`src/rtl/i2c_req_arbiter.sv`:
```
`default_nettype none
// ============================================================================
// Module   : i2c_req_arbiter
// Brief    : Round-robin arbiter sharing one I2C write master among NUM_REQ
//            requesters, with accept/transaction watchdogs and a bus-free gap.
// Revision : 1.0 - initial release
// ============================================================================
module i2c_req_arbiter #(
    parameter int NUM_REQ    = 4,
    parameter int ACC_LIMIT  = 4,
    parameter int TXN_LIMIT  = 64,
    parameter int GAP_CYCLES = 2,
    parameter int IDXW       = $clog2(NUM_REQ)
) (
    input  logic                   clk,
    input  logic                   reset,
    input  logic [NUM_REQ-1:0]     req,
    input  logic [7*NUM_REQ-1:0]   req_addr,
    input  logic [8*NUM_REQ-1:0]   req_data,
    output logic [NUM_REQ-1:0]     req_ack,
    output logic [NUM_REQ-1:0]     req_done,
    output logic [NUM_REQ-1:0]     req_err,
    output logic                   m_start,
    output logic [6:0]             m_addr,
    output logic [7:0]             m_data,
    input  logic                   m_ready,
    output logic                   busy,
    output logic [IDXW-1:0]        grant_id
);

    localparam int c_MAX_LIM = (TXN_LIMIT > ACC_LIMIT)
                             ? ((TXN_LIMIT > GAP_CYCLES) ? TXN_LIMIT : GAP_CYCLES)
                             : ((ACC_LIMIT > GAP_CYCLES) ? ACC_LIMIT : GAP_CYCLES);
    localparam int                c_CNTW = $clog2(c_MAX_LIM + 1);
    localparam logic [IDXW:0]     c_NUM  = (IDXW+1)'(NUM_REQ);
    localparam logic [IDXW-1:0]   c_LAST = IDXW'(NUM_REQ - 1);
    localparam logic [NUM_REQ-1:0] c_ONE = NUM_REQ'(1);

    typedef enum logic [1:0] {
        S_IDLE   = 2'd0,
        S_LAUNCH = 2'd1,
        S_BUSY   = 2'd2,
        S_GAP    = 2'd3
    } state_t;

    state_t               r_state, w_state_nxt;
    logic [c_CNTW-1:0]    r_cnt, w_cnt_nxt;
    logic [IDXW-1:0]      r_ptr, w_ptr_nxt;
    logic [IDXW-1:0]      r_grant, w_grant_nxt;
    logic [6:0]           r_addr, w_addr_nxt;
    logic [7:0]           r_data, w_data_nxt;
    logic                 r_start, w_start_nxt;
    logic                 r_busy, w_busy_nxt;
    logic [NUM_REQ-1:0]   r_ack, w_ack_nxt;
    logic [NUM_REQ-1:0]   r_done, w_done_nxt;
    logic [NUM_REQ-1:0]   r_err, w_err_nxt;

    logic                 w_found;
    logic [IDXW-1:0]      w_win;
    logic [IDXW:0]        w_scan;
    logic [IDXW-1:0]      w_ptr_adv;

    // Scan upward from the pointer; the extra index bit lets the sum wrap
    // cleanly for non-power-of-two requester counts.
    always_comb begin
        w_found = 1'b0;
        w_win   = '0;
        w_scan  = '0;
        for (int k = 0; k < NUM_REQ; k++) begin
            w_scan = {1'b0, r_ptr} + (IDXW+1)'(k);
            if (w_scan >= c_NUM) begin
                w_scan = w_scan - c_NUM;
            end
            if (!w_found && req[w_scan[IDXW-1:0]]) begin
                w_found = 1'b1;
                w_win   = w_scan[IDXW-1:0];
            end
        end
    end

    assign w_ptr_adv = (r_grant == c_LAST) ? '0 : r_grant + IDXW'(1);

    always_comb begin
        w_state_nxt = r_state;
        w_cnt_nxt   = r_cnt;
        w_ptr_nxt   = r_ptr;
        w_grant_nxt = r_grant;
        w_addr_nxt  = r_addr;
        w_data_nxt  = r_data;
        w_start_nxt = r_start;
        w_ack_nxt   = '0;
        w_done_nxt  = '0;
        w_err_nxt   = '0;
        case (r_state)
            S_IDLE: begin
                if (m_ready && w_found) begin
                    w_addr_nxt  = req_addr[7*int'(w_win) +: 7];
                    w_data_nxt  = req_data[8*int'(w_win) +: 8];
                    w_grant_nxt = w_win;
                    w_ack_nxt   = c_ONE << w_win;
                    w_start_nxt = 1'b1;
                    w_cnt_nxt   = '0;
                    w_state_nxt = S_LAUNCH;
                end
            end
            S_LAUNCH: begin
                if (!m_ready) begin
                    w_start_nxt = 1'b0;
                    w_cnt_nxt   = '0;
                    w_state_nxt = S_BUSY;
                end else if (r_cnt == c_CNTW'(ACC_LIMIT - 1)) begin
                    w_start_nxt = 1'b0;
                    w_done_nxt  = c_ONE << r_grant;
                    w_err_nxt   = c_ONE << r_grant;
                    w_ptr_nxt   = w_ptr_adv;
                    w_cnt_nxt   = '0;
                    w_state_nxt = S_GAP;
                end else begin
                    w_cnt_nxt = r_cnt + c_CNTW'(1);
                end
            end
            S_BUSY: begin
                if (m_ready) begin
                    w_done_nxt  = c_ONE << r_grant;
                    w_ptr_nxt   = w_ptr_adv;
                    w_cnt_nxt   = '0;
                    w_state_nxt = S_GAP;
                end else if (r_cnt == c_CNTW'(TXN_LIMIT - 1)) begin
                    w_done_nxt  = c_ONE << r_grant;
                    w_err_nxt   = c_ONE << r_grant;
                    w_ptr_nxt   = w_ptr_adv;
                    w_cnt_nxt   = '0;
                    w_state_nxt = S_GAP;
                end else begin
                    w_cnt_nxt = r_cnt + c_CNTW'(1);
                end
            end
            S_GAP: begin
                if (r_cnt == c_CNTW'(GAP_CYCLES - 1)) begin
                    w_cnt_nxt   = '0;
                    w_state_nxt = S_IDLE;
                end else begin
                    w_cnt_nxt = r_cnt + c_CNTW'(1);
                end
            end
            default: begin
                w_start_nxt = 1'b0;
                w_cnt_nxt   = '0;
                w_state_nxt = S_IDLE;
            end
        endcase
        w_busy_nxt = (w_state_nxt != S_IDLE);
    end

    always_ff @(posedge clk or negedge reset) begin
        if (!reset) begin
            r_state <= S_IDLE;
            r_cnt   <= '0;
            r_ptr   <= '0;
            r_grant <= '0;
            r_addr  <= '0;
            r_data  <= '0;
            r_start <= 1'b0;
            r_busy  <= 1'b0;
            r_ack   <= '0;
            r_done  <= '0;
            r_err   <= '0;
        end else begin
            r_state <= w_state_nxt;
            r_cnt   <= w_cnt_nxt;
            r_ptr   <= w_ptr_nxt;
            r_grant <= w_grant_nxt;
            r_addr  <= w_addr_nxt;
            r_data  <= w_data_nxt;
            r_start <= w_start_nxt;
            r_busy  <= w_busy_nxt;
            r_ack   <= w_ack_nxt;
            r_done  <= w_done_nxt;
            r_err   <= w_err_nxt;
        end
    end

    assign req_ack  = r_ack;
    assign req_done = r_done;
    assign req_err  = r_err;
    assign m_start  = r_start;
    assign m_addr   = r_addr;
    assign m_data   = r_data;
    assign busy     = r_busy;
    assign grant_id = r_grant;

endmodule
`default_nettype wire

```
`config.mk`:
```
export PLATFORM = sky130hd
export DESIGN_NAME = i2c_req_arbiter
export DESIGN_NICKNAME = d
export VERILOG_FILES = /design/src/rtl/i2c_req_arbiter.sv
export SDC_FILE = /design/constraint.sdc
export NUM_CORES = 1
export LEC_CHECK = 0
export CORE_MARGIN = 5
export CORE_UTILIZATION = 47
export CTS_CLUSTER_SIZE = 12
export DETAILED_ROUTE_END_ITERATION = 6
export PLACE_DENSITY = 0.86
export SLEW_MARGIN = 10
export SYNTH_ARGS = -nofsm -noshare
export SYNTH_HDL_FRONTEND = slang
export SYNTH_SLANG_ARGS = --single-unit
export TNS_END_PERCENT = 100
```
`constraint.sdc`:
```
create_clock -name clk -period 5.9 [get_ports clk]
set_input_delay 0.59 -clock clk [delete_from_list [all_inputs] [get_ports clk]]
set_output_delay 0.59 -clock clk [all_outputs]
set_load 0.01 [all_outputs]
```
==> metrics.md, run 1 <==
| Metric | Value |
|---|---|
| Nature of the critical path endpoint | `register` |
| Area Overhead vs Synth | `46.3%` |
| Number of distinct standard cells referenced by the synthesized netlist | `45` |
| Minimum setup slack in the final design | `3210 ps` |
| Part of the total power dissipated in combinational logic | `0.494` |
| Flop pwr share | `0.312` |
| Die height | `82.0 um` |
| Design area | `3560 sq um` |
| Core Footprint | `5070 sq um` |
| Die ar. | `6720 sq um` |
| Number of filler cells placed in the layout | `407` |
| Critical path origin | `req[1]` |
| Number of setup violations in the final report | `0` |
| Worst R2R Path Depth | `5` |
| Delay-heaviest family, CP | `simple AND/OR/NAND/NOR gates` |
| Endpoint required time on the critical path | `6040 ps` |
| # nets final | `407` |
| Critical-path top delay cell | `or4_4` |
| Clock group share of total power | `0.193` |
| Total standard cell area after synthesis | `2440 sq um` |
| Post-detailed-placement cell area | `3430 sq um` |
| Count of warnings emitted by yosys | `0` |
| Sequential element share of the synthesized area | `0.431` |
| Width of the die | `82.0 um` |
| Sw Pwr | `0.514 mW` |
| Post-detailed-placement half-perimeter wirelength | `5090 um` |
| PostCTS Resize Cnt | `0` |
| Aggregate global-route resource usage | `0.200` |
| Area of combinational cells with multiple inputs | `1280 sq um` |
| Internal Pwr Total | `0.886 mW` |
| Sw frac | `0.367` |
| Clock Latency Late Sink | `290 ps` |
| Post-Synthesis Cells | `236` |
| Worst hold path class | `in -> async` |
| Unrepaired setup endpoints after global routing | `false` |
| Type of the setup path with the least slack | `in -> reg` |
| Leading cell type in the layout, fill and taps excluded | `clkdlybuf4s50_1` |
| Post-CTS setup buffer count | `0` |
| Wire length of the first global-routing pass | `10,300 um` |
| DRC violation total after the first TritonRoute iteration | `130` |
| Antenna violations before repair | `0` |
| Reg clk slew, reported paths | `80 ps` |
| Final GP Congestion | `0.807` |
| Post-synth ARST share | `1.00` |
| Vias after detailed routing | `2,161` |
| Top post-synthesis cells by area | `dfrtp_1 (43%), mux2i_1 (13%), ha_1 (6.2%), o221ai_1 (5.4%), nand2_1 (4.5%)` |
| WHS | `419 ps` |
| Number of iterations in the first detailed-routing pass | `4` |
| Average routed wire per standard cell | `16.5 um` |
| Status | `finished, final reports clean` |
| FF+latch area | `1050 sq um` |
| Crit path cell chain | `clkdlybuf4s50_1 -> or4_4 -> nand3_2 -> or2_1 -> o221ai_1` |
| Fin util | `0.702` |
| DRC Markers | `0` |
| Top cell type by total area after synthesis | `dfrtp_1` |
| Diodes inserted | `0` |
| Number of vias per cell after detailed routing | `5.42` |
| IR drop worst, VDD | `0.000218 V` |
| Highest-count cells in the layout ignoring fill and taps | `clkdlybuf4s50_1 (96), dfrtp_1 (42), mux2i_1 (31)` |
| Ratio of cells with drive above 1 in the final layout | `0.103` |
| CTS H-tree depth | `2` |
| Hold bufs inserted after CTS | `0` |
| Buffers added on ports | `97` |
| Starting density of the core | `0.480` |
| Number of enable flip-flop cells after synthesis | `0` |
| Fmax | `0.372 GHz` |
| Worst path bufs/invs | `1` |
| Max Cap Viol | `0` |
| Slew HR | `0.396` |
| Clock Tree Root | `clkbuf_8` |
| Number of standard-cell rows in the floorplan | `26` |
| Setup slack, reg-to-reg | `3730 ps` |
| Max FO, Critical Path | `20` |
| Clock tree skew after final layout | `4.08 ps` |
| Per-instance average area after synthesis | `10.3 sq um` |
| Grt ovf | `0` |
| Final hold violations | `0` |
| Power density normalized to cell area | `393 nW/um^2` |
| Startpoint types | `input port` |
| Setup Slack @ Placement | `2910 ps` |
| Post-synth top flop | `dfrtp_1` |
| Static leakage | `1.63 nW` |
| Reg-to-Reg End | `m_addr[4]` |
| Post-synthesis net count | `315` |
| Number of buffers inserted during clock tree synthesis | `5` |
| Maximum clock insertion buffer count | `2` |
| Worst endpoint data arrival time | `2830 ps` |
| Tmin final | `2690 ps` |
| Vias in the first global route | `2,165` |
| Setup TNS | `0 ps` |
| Post-synthesis sequential element count | `42` |
| TritonCTS clock tree | `yes` |
| # IOs | `98` |
| Clk sink count | `42` |
| Worst-margin pin slew | `905 ps` |
| Pins over their slew limit | `0` |
| Maximum single-stage delay on the critical path | `590 ps` |
| Period utilization | `0.456` |
| Pin count of the biggest net entering global routing | `43` |
| Final wirelength | `6590 um` |
| Number of antenna-violating nets in the routed design | `0` |
| Startpoint of the most critical register-to-register path | `r_state[1]` |
| Share of the synthesized area in the top cell type | `0.431` |
==> worst max-delay path by stage <==
stage | cells past startpoint | slack [ps] | end
floorplan | 6 | 3970 | r_cnt[5]
global placement | 5 | 3020 | m_data[3]
detailed placement | 5 | 2910 | m_addr[2]
CTS | 5 | 3180 | m_addr[4]
global route | 5 | 3060 | m_addr[2]
finish | 5 | 3210 | m_addr[4]
==> power by group through the flow <==
stage               combinational (mW)  clock [mW]  sequential, mW
floorplan                        0.399           0           0.461
global placement                 0.674           0           0.437
detailed placement               0.691           0           0.440
CTS                              0.698       0.273           0.436
global route                     0.756       0.287           0.449
finish                           0.692       0.271           0.437
==> Yosys cell counts (all sizes together) (3+ instances only) <==
cell type and n:
a21oi 4, a22o 3, and3 7, buf 11, dfrtp 42, ha 12, inv 10, mux2 5
mux2i 31, nand2 30, nand3 4, nor2 18, nor2b 6, o21ai 11, o221ai 15
==> cell families (layout without fill, tap and decap cells) <==
group,count (synthesis),count (layout),share of synthesized area
DFF,42,42,0.431
muxes,36,36,0.150
and+or+nand+nor,77,77,0.160
buffers and inverters,23,116,0.0503
AOI/OAI and AO/OA,46,46,0.146
adders and majority gates,12,12,0.0616
==> layout make-up <==
class / instances / share of cell area
well taps: 70 / 0.0246
repair buffers: 98 / 0.273
inverters: 10 / 0.0105
clock buffers: 5 / 0.0193
flip-flops and latches: 42 / 0.295
clock inverters: 3 / 0.0193
multi-input cells: 171 / 0.358
==> flip-flops by register name, indices dropped and copies added, names as in the netlist <==
| register | flops |
|---|---|
| r_cnt | 7 |
| req_done | 4 |
| r_ptr | 2 |
| m_data | 8 |
| req_err | 4 |
| m_addr | 7 |
| r_state | 2 |
| grant_id | 2 |
| m_start | 1 |
| busy | 1 |
| req_ack | 4 |
==> stage by stage <==
stage          instances  power [mW]
2_1_floorplan        236       0.860
3_5_place_dp         391        1.13
4_1_cts              399        1.41
3_3_place_gp         391        1.11
6_report             399        1.40
5_1_grt              399        1.49
==> routing by layer <==
metal / wire [um] / share of wire / up-vias / track usage
met4: 188 / 0.029 / 0 / 0.0748
li1: - / - / 1033 / -
met1: 2500 / 0.38 / 1040 / 0.245
met3: 308 / 0.047 / 17 / 0.0373
met2: 3590 / 0.54 / 71 / 0.349
met5: 0 / 0 / - / 0
No activity file was read; power rests on OpenSTA's default activity.
==> run 2, diff against run 1 <==
--- a/config.mk
+++ b/config.mk
@@ -6,10 +6,10 @@
 export NUM_CORES = 1
 export LEC_CHECK = 0
 export CORE_MARGIN = 5
-export CORE_UTILIZATION = 47
+export CORE_UTILIZATION = 39
 export CTS_CLUSTER_SIZE = 12
 export DETAILED_ROUTE_END_ITERATION = 6
-export PLACE_DENSITY = 0.86
+export PLACE_DENSITY = 0.76
 export SLEW_MARGIN = 10
 export SYNTH_ARGS = -nofsm -noshare
 export SYNTH_HDL_FRONTEND = slang
==> constraint.sdc (replaced) <==
create_clock -name clk -period 2.35 [get_ports clk]
set_input_delay 0.235 -clock clk [delete_from_list [all_inputs] [get_ports clk]]
set_output_delay 0.235 -clock clk [all_outputs]
set_load 0.01 [all_outputs]
==> run 2 against run 1 <==
Wire length is 4.9% lower; sequential share of layout area fell by 0.21 points; die area increased by 18%; first-iteration DRC count shrank 34%; clock power grew 86%; via count is 2.8% lower; critical endpoint is now r_ptr[0]; highest routed layer unchanged.
==> metrics.md, run 2 (same netlist as run 1, synthesis figures left out) <==
| Metric | Value |
|---|---|
| Nature of the critical path endpoint | `register` |
| Die height | `89.0 um (+8.6%)` |
| Clock tree skew after final layout | `8.89 ps (+4.82 ps)` |
| Most used cell along the critical path | `mux2_2` |
| Sw frac | `0.388 (+0.0205)` |
| Power density normalized to cell area | `941 nW/um^2 (+140%)` |
| Maximum clock insertion buffer count | `2 (unchanged)` |
| DRC Markers | `0 (unchanged)` |
| Average routed wire per standard cell | `15.3 um (-7.2%)` |
| Internal Pwr Total | `2.07 mW (+130%)` |
| Max reg flops | `8 (unchanged)` |
| Starting density of the core | `0.407 (-0.0734)` |
| Grt ovf | `0 (unchanged)` |
| Fmax | `0.493 GHz` |
| Diodes inserted | `0 (unchanged)` |
| Number of vias per cell after detailed routing | `5.14 (-5.2%)` |
| Leading cell type in the layout, fill and taps excluded | `clkdlybuf4s50_1` |
| Design area | `3590 sq um (+0.70%)` |
| Number of standard-cell rows in the floorplan | `28 (+7.7%)` |
| Worst endpoint data arrival time | `2220 ps (-610 ps)` |
| DRC violation total after the first TritonRoute iteration | `86 (-34%)` |
| Max Cap Viol | `0 (unchanged)` |
| Clk sink count | `42 (unchanged)` |
| # nets final | `412 (+1.2%)` |
| Max FO, Critical Path | `5 (-75%)` |
| Pins over their slew limit | `0 (unchanged)` |
| Reg clk slew, reported paths | `90 ps (about the same)` |
| Ratio of cells with drive above 1 in the final layout | `0.117 (+0.0134)` |
| Count of cell instances traversed by the critical path | `6 (+1)` |
| Width of the die | `89.0 um (+8.6%)` |
| WHS | `52.3 ps (-366 ps)` |
| Startpoint of the most critical register-to-register path | `r_cnt[0]` |
| Number of iterations in the first detailed-routing pass | `4 (unchanged)` |
| Number of antenna-violating nets in the routed design | `0 (unchanged)` |
| Clock Tree Root | `clkbuf_8` |
| Tmin final | `2030 ps` |
| Buffers added on ports | `97 (unchanged)` |
| Critical-path top delay cell | `or4b_4` |
| Core Footprint | `5990 sq um (+18%)` |
| Highest-count cells in the layout ignoring fill and taps | `clkdlybuf4s50_1 (96), dfrtp_1 (42), mux2i_1 (31)` |
| Final hold violations | `0 (unchanged)` |
| Hold bufs inserted after CTS | `0 (unchanged)` |
| Crit path cell chain | `ha_1 -> or4b_4 -> nor2_2 -> mux2_2 -> a32o_1 -> mux2_2` |
| Final wirelength | `6270 um (-4.9%)` |
| PostCTS Resize Cnt | `0 (unchanged)` |
| Setup slack, reg-to-reg | `320 ps (-3410 ps)` |
| Setup TNS | `0 ps (unchanged)` |
| Post-detailed-placement half-perimeter wirelength | `4900 um (-3.8%)` |
| Status | `finished, final reports clean` |
| # IOs | `98 (unchanged)` |
| Wire length of the first global-routing pass | `9650 um (-6.4%)` |
| Die ar. | `7930 sq um (+18%)` |
| Post-CTS setup buffer count | `0 (unchanged)` |
| Total instance count after detailed placement | `401 (+2.6%)` |
| Post-detailed-placement cell area | `3490 sq um (+2.0%)` |
| Part of the total power dissipated in combinational logic | `0.527 (+0.033)` |
| Area Overhead vs Synth | `47.3%` |
| Vias in the first global route | `2,008 (-7.3%)` |
| Clock Latency Late Sink | `310 ps (+20 ps)` |
| Startpoint types | `register` |
| Slew HR | `0.392 (-0.00475)` |
| Static leakage | `1.64 nW (+0.64%)` |
| Worst R2R Path Depth | `6 (+1)` |
| Flop pwr share | `0.324 (+0.012)` |
| Antenna violations before repair | `0 (unchanged)` |
| Period utilization | `0.863` |
| Non-filler instance count after layout | `409 (+2.5%)` |
| Number of setup violations in the final report | `0 (unchanged)` |
| Vias after detailed routing | `2,101 (-2.8%)` |
| Type of the setup path with the least slack | `reg -> reg` |
| IR drop worst, VDD | `0.000640 V (+190%)` |
| Clock group share of total power | `0.150 (-0.043)` |
| Sw Pwr | `1.31 mW (+150%)` |
| Pin count of the biggest net entering global routing | `43 (unchanged)` |
| Endpoint required time on the critical path | `2550 ps (-3490 ps)` |
| TritonCTS clock tree | `yes` |
| Worst hold path class | `in -> async` |
| Worst-margin pin slew | `912 ps (+7.13 ps)` |
| Reg-to-Reg End | `r_ptr[0]` |
| Delay-heaviest family, CP | `simple AND/OR/NAND/NOR gates` |
| Number of buffers inserted during clock tree synthesis | `5 (unchanged)` |
| Unrepaired setup endpoints after global routing | `false` |
| Final GP Congestion | `0.839 (+4.0%)` |
| CTS H-tree depth | `2 (unchanged)` |
| Maximum single-stage delay on the critical path | `500 ps (-90 ps)` |
| Aggregate global-route resource usage | `0.159 (-0.0415)` |
| Fin util | `0.599 (-0.103)` |
| Worst path bufs/invs | `0 (-1)` |
==> run 2: cell count changes in the layout (fill, tap and decap cells not counted) <==
cell / before / now
buf_12: 0 / 2
buf_4: 1 / 4
bufinv_16: 2 / 0
clkinvlp_4: 0 / 1
inv_6: 0 / 1
==> run 2: how the worst max path moves through the flow <==
stage                        start        end  slack, ps
final                     r_cnt[0]   r_ptr[0]        320
after global routing      r_cnt[0]   r_ptr[1]        220
after CTS                 r_cnt[0]   r_ptr[1]        320
after detailed placement    req[0]  m_addr[4]        240
after global placement      req[2]  m_data[5]        310
after floorplan           r_cnt[0]   r_ptr[0]        440
==> run 2: metal layers <==
| metal | vias to the layer above | global-route usage | wire, um |
|---|---|---|---|
| met4 | 0 | 0.0717 | 166 |
| met1 | 989 | 0.198 | 2530 |
| met2 | 63 | 0.264 | 3180 |
| met3 | 11 | 0.0341 | 387 |
| met5 | - | 0 | 0 |
| li1 | 1038 | - | - |
==> run 2: metrics by stage <==
step	worst slack [ps]	power (mW)
after floorplan	444	2.16
after global placement	311	2.87
after detailed placement	243	2.90
after CTS	317	3.41
after global routing	218	3.63
final	323	3.38
==> run 2: area by class of cell <==
| class | instances | area, sq um |
|---|---|---|
| clock buffer | 5 | 68.8 |
| sequential | 42 | 1050 |
| tap | 75 | 93.8 |
| multi-input combinational | 171 | 1280 |
| fill | 513 | 2400 |
| inverter | 10 | 37.5 |
| timing repair buffer | 103 | 1040 |
| clock inverter | 3 | 25.0 |
==> run 2: power by group through the flow <==
stage               Sequential [mW]  Combinational [mW]  Clock (mW)
floorplan                      1.16                1.00           0
global placement               1.10                1.77           0
detailed placement             1.10                1.80           0
CTS                            1.09                1.80       0.516
global route                   1.13                1.95       0.547
finish                         1.09                1.78       0.505
==> run 3, diff against run 2 <==
--- a/config.mk
+++ b/config.mk
@@ -6,10 +6,11 @@
 export NUM_CORES = 1
 export LEC_CHECK = 0
 export CORE_MARGIN = 5
-export CORE_UTILIZATION = 39
+export CORE_UTILIZATION = 47
+export CTS_CLUSTER_DIAMETER = 120
 export CTS_CLUSTER_SIZE = 12
 export DETAILED_ROUTE_END_ITERATION = 6
-export PLACE_DENSITY = 0.76
+export PLACE_DENSITY = 0.86
 export SLEW_MARGIN = 10
 export SYNTH_ARGS = -nofsm -noshare
 export SYNTH_HDL_FRONTEND = slang
==> constraint.sdc (replaced) <==
create_clock -name clk -period 2.4 [get_ports clk]
set_input_delay 0.24 -clock clk [delete_from_list [all_inputs] [get_ports clk]]
set_output_delay 0.24 -clock clk [all_outputs]
set_load 0.01 [all_outputs]
==> run 3 against run 2 <==
Count of clock-buffer cells in the layout did not move; largest power group unchanged; final cell count fell by 1.2%; sequential share of layout area barely moved; highest routed layer unchanged; worst setup slack barely moved; hold slack improved by 28 ps; sequential power barely moved; first-iteration DRC count rose by 37%; clock skew fell by 4.9 ps.
==> metrics.md, run 3 (same netlist as run 1, synthesis figures left out) <==
| Metric | Value |
|---|---|
| Fmax | `0.481 GHz (-2.4%)` |
| DRC violation total after the first TritonRoute iteration | `118 (+37%)` |
| Area of combinational cells with multiple inputs | `1280 sq um (unchanged)` |
| Number of buffers inserted during clock tree synthesis | `5 (unchanged)` |
| Worst hold path class | `in -> async` |
| Hold bufs inserted after CTS | `0 (unchanged)` |
| Leading cell type in the layout, fill and taps excluded | `clkdlybuf4s50_1` |
| Number of antenna-violating nets in the routed design | `0 (unchanged)` |
| Post-layout power | `3.32 mW (-1.7%)` |
| Number of setup violations in the final report | `0 (unchanged)` |
| Pins over their slew limit | `0 (unchanged)` |
| Worst endpoint data arrival time | `2260 ps (+40 ps)` |
| Status | `finished, final reports clean` |
| Vias in the first global route | `2,171 (+8.1%)` |
| IR drop worst, VDD | `0.000439 V (-31%)` |
| Slew HR | `0.390 (-0.00160)` |
| Endpoint required time on the critical path | `2580 ps (+30 ps)` |
| Aggregate global-route resource usage | `0.190 (+0.0306)` |
| Post-detailed-placement cell area | `3500 sq um (+0.18%)` |
| Clk sink count | `42 (unchanged)` |
| Worst R2R Path Depth | `6 (unchanged)` |
| Highest-count cells in the layout ignoring fill and taps | `clkdlybuf4s50_1 (96), dfrtp_1 (42), mux2i_1 (31)` |
| Wire length of the first global-routing pass | `9980 um (+3.4%)` |
| Nature of the critical path endpoint | `register` |
| Startpoint types | `register` |
| Setup TNS | `0 ps (unchanged)` |
| Buffers added on ports | `97 (unchanged)` |
| Setup Slack @ Placement | `245 ps (+2.00 ps)` |
| Diodes inserted | `0 (unchanged)` |
| Unrepaired setup endpoints after global routing | `false` |
| Pin count of the biggest net entering global routing | `43 (unchanged)` |
| Die height | `82.0 um (-7.9%)` |
| Starting density of the core | `0.480 (+0.0734)` |
| Vias after detailed routing | `2,160 (+2.8%)` |
| Grt ovf | `0 (unchanged)` |
| Area Overhead vs Synth | `47.5%` |
| Reg-to-Reg End | `r_ptr[1]` |
| Core Footprint | `5070 sq um (-15%)` |
| Reg clk slew, reported paths | `90 ps (about the same)` |
| Max reg flops | `8 (unchanged)` |
| Clock tree skew after final layout | `4.04 ps (-4.85 ps)` |
| Power density normalized to cell area | `924 nW/um^2 (-1.9%)` |
| Worst-margin pin slew | `915 ps (+2.39 ps)` |
| Clock Tree Root | `clkbuf_8` |
| Design area | `3590 sq um (+0.14%)` |
| TritonCTS clock tree | `yes` |
| Final wirelength | `6330 um (+1.1%)` |
| Minimum setup slack in the final design | `323 ps (+0.0710 ps)` |
| Post-detailed-placement half-perimeter wirelength | `4980 um (+1.8%)` |
| Antenna violations before repair | `0 (unchanged)` |
| Clock Latency Late Sink | `290 ps (-20 ps)` |
| Ratio of cells with drive above 1 in the final layout | `0.117 (unchanged)` |
| Max Cap Viol | `0 (unchanged)` |
| Number of standard-cell rows in the floorplan | `26 (-7.1%)` |
| Number of vias per cell after detailed routing | `5.35 (+4.1%)` |
| Die ar. | `6720 sq um (-15%)` |
| Setup slack, reg-to-reg | `320 ps (about the same)` |
| Static leakage | `1.64 nW (+0.12%)` |
| Final hold violations | `0 (unchanged)` |
| Number of iterations in the first detailed-routing pass | `4 (unchanged)` |
| Period utilization | `0.866 (+0.00283)` |
| Average routed wire per standard cell | `15.7 um (+2.3%)` |
| DRC Markers | `0 (unchanged)` |
| WHS | `80.0 ps (+27.8 ps)` |
| Post-CTS setup buffer count | `0 (unchanged)` |
| Type of the setup path with the least slack | `reg -> reg` |
| FF+latch area | `1050 sq um (unchanged)` |
| Number of filler cells placed in the layout | `404 (-21%)` |
| Maximum clock insertion buffer count | `2 (unchanged)` |
| Final GP Congestion | `0.904 (+7.8%)` |
| Startpoint of the most critical register-to-register path | `r_cnt[0]` |
| Width of the die | `82.0 um (-7.9%)` |
| Tmin final | `2080 ps (+49.9 ps)` |
| # nets final | `412 (unchanged)` |
| PostCTS Resize Cnt | `0 (unchanged)` |
| # IOs | `98 (unchanged)` |
| CTS H-tree depth | `2 (unchanged)` |
| Max FO, Critical Path | `5 (unchanged)` |
==> run 3: worst max-delay path by stage <==
stage,slack (ps),endpoint,cells past startpoint,startpoint
2_1_floorplan,490,r_ptr[0],6,r_cnt[0]
3_3_place_gp,330,m_addr[2],6,req[0]
3_5_place_dp,250,m_data[7],6,req[0]
4_1_cts,340,r_ptr[1],6,r_cnt[0]
5_1_grt,140,r_ptr[0],6,r_cnt[0]
6_report,320,r_ptr[1],6,r_cnt[0]
==> run 3: final cells by class <==
cell class / instances / share of cell area
clock inverters: 3 / 0.00662
inverters: 10 / 0.0104
repair buffers: 103 / 0.292
flip-flops and latches: 42 / 0.292
clock buffers: 5 / 0.0192
well taps: 70 / 0.0244
multi-input cells: 171 / 0.355
==> run 3: per-stage QoR <==
step	utilization	instances
final	0.708	404
after global routing	0.708	404
after CTS	0.708	404
after detailed placement	0.690	396
after global placement	0.690	396
after floorplan	-	236
==> run 3: where the power goes <==
| part | internal [mW] | switching [mW] | total [mW] |
|---|---|---|---|
| clock network | 0.208 | 0.258 | 0.466 |
| logic | 0.917 | 0.873 | 1.79 |
| registers | 0.916 | 0.147 | 1.06 |
| total | 2.04 | 1.28 | 3.32 |
==> run 3: critical path, cell delays in order, from the launching register on <==
cell and delay, ps:
dfrtp_1 420, ha_1 190, or4b_4 490, nor2_2 180
mux2_2 180, a32o_1 160, mux2_2 340
==> run 3: layer usage <==
layer  wire length [um]  global-route usage  vias up
met5                  0                   0        -
met4                127              0.0598        0
met3                310              0.0373       14
met2               3430               0.338       75
met1               2470               0.227     1028
li1                   -                   -     1043
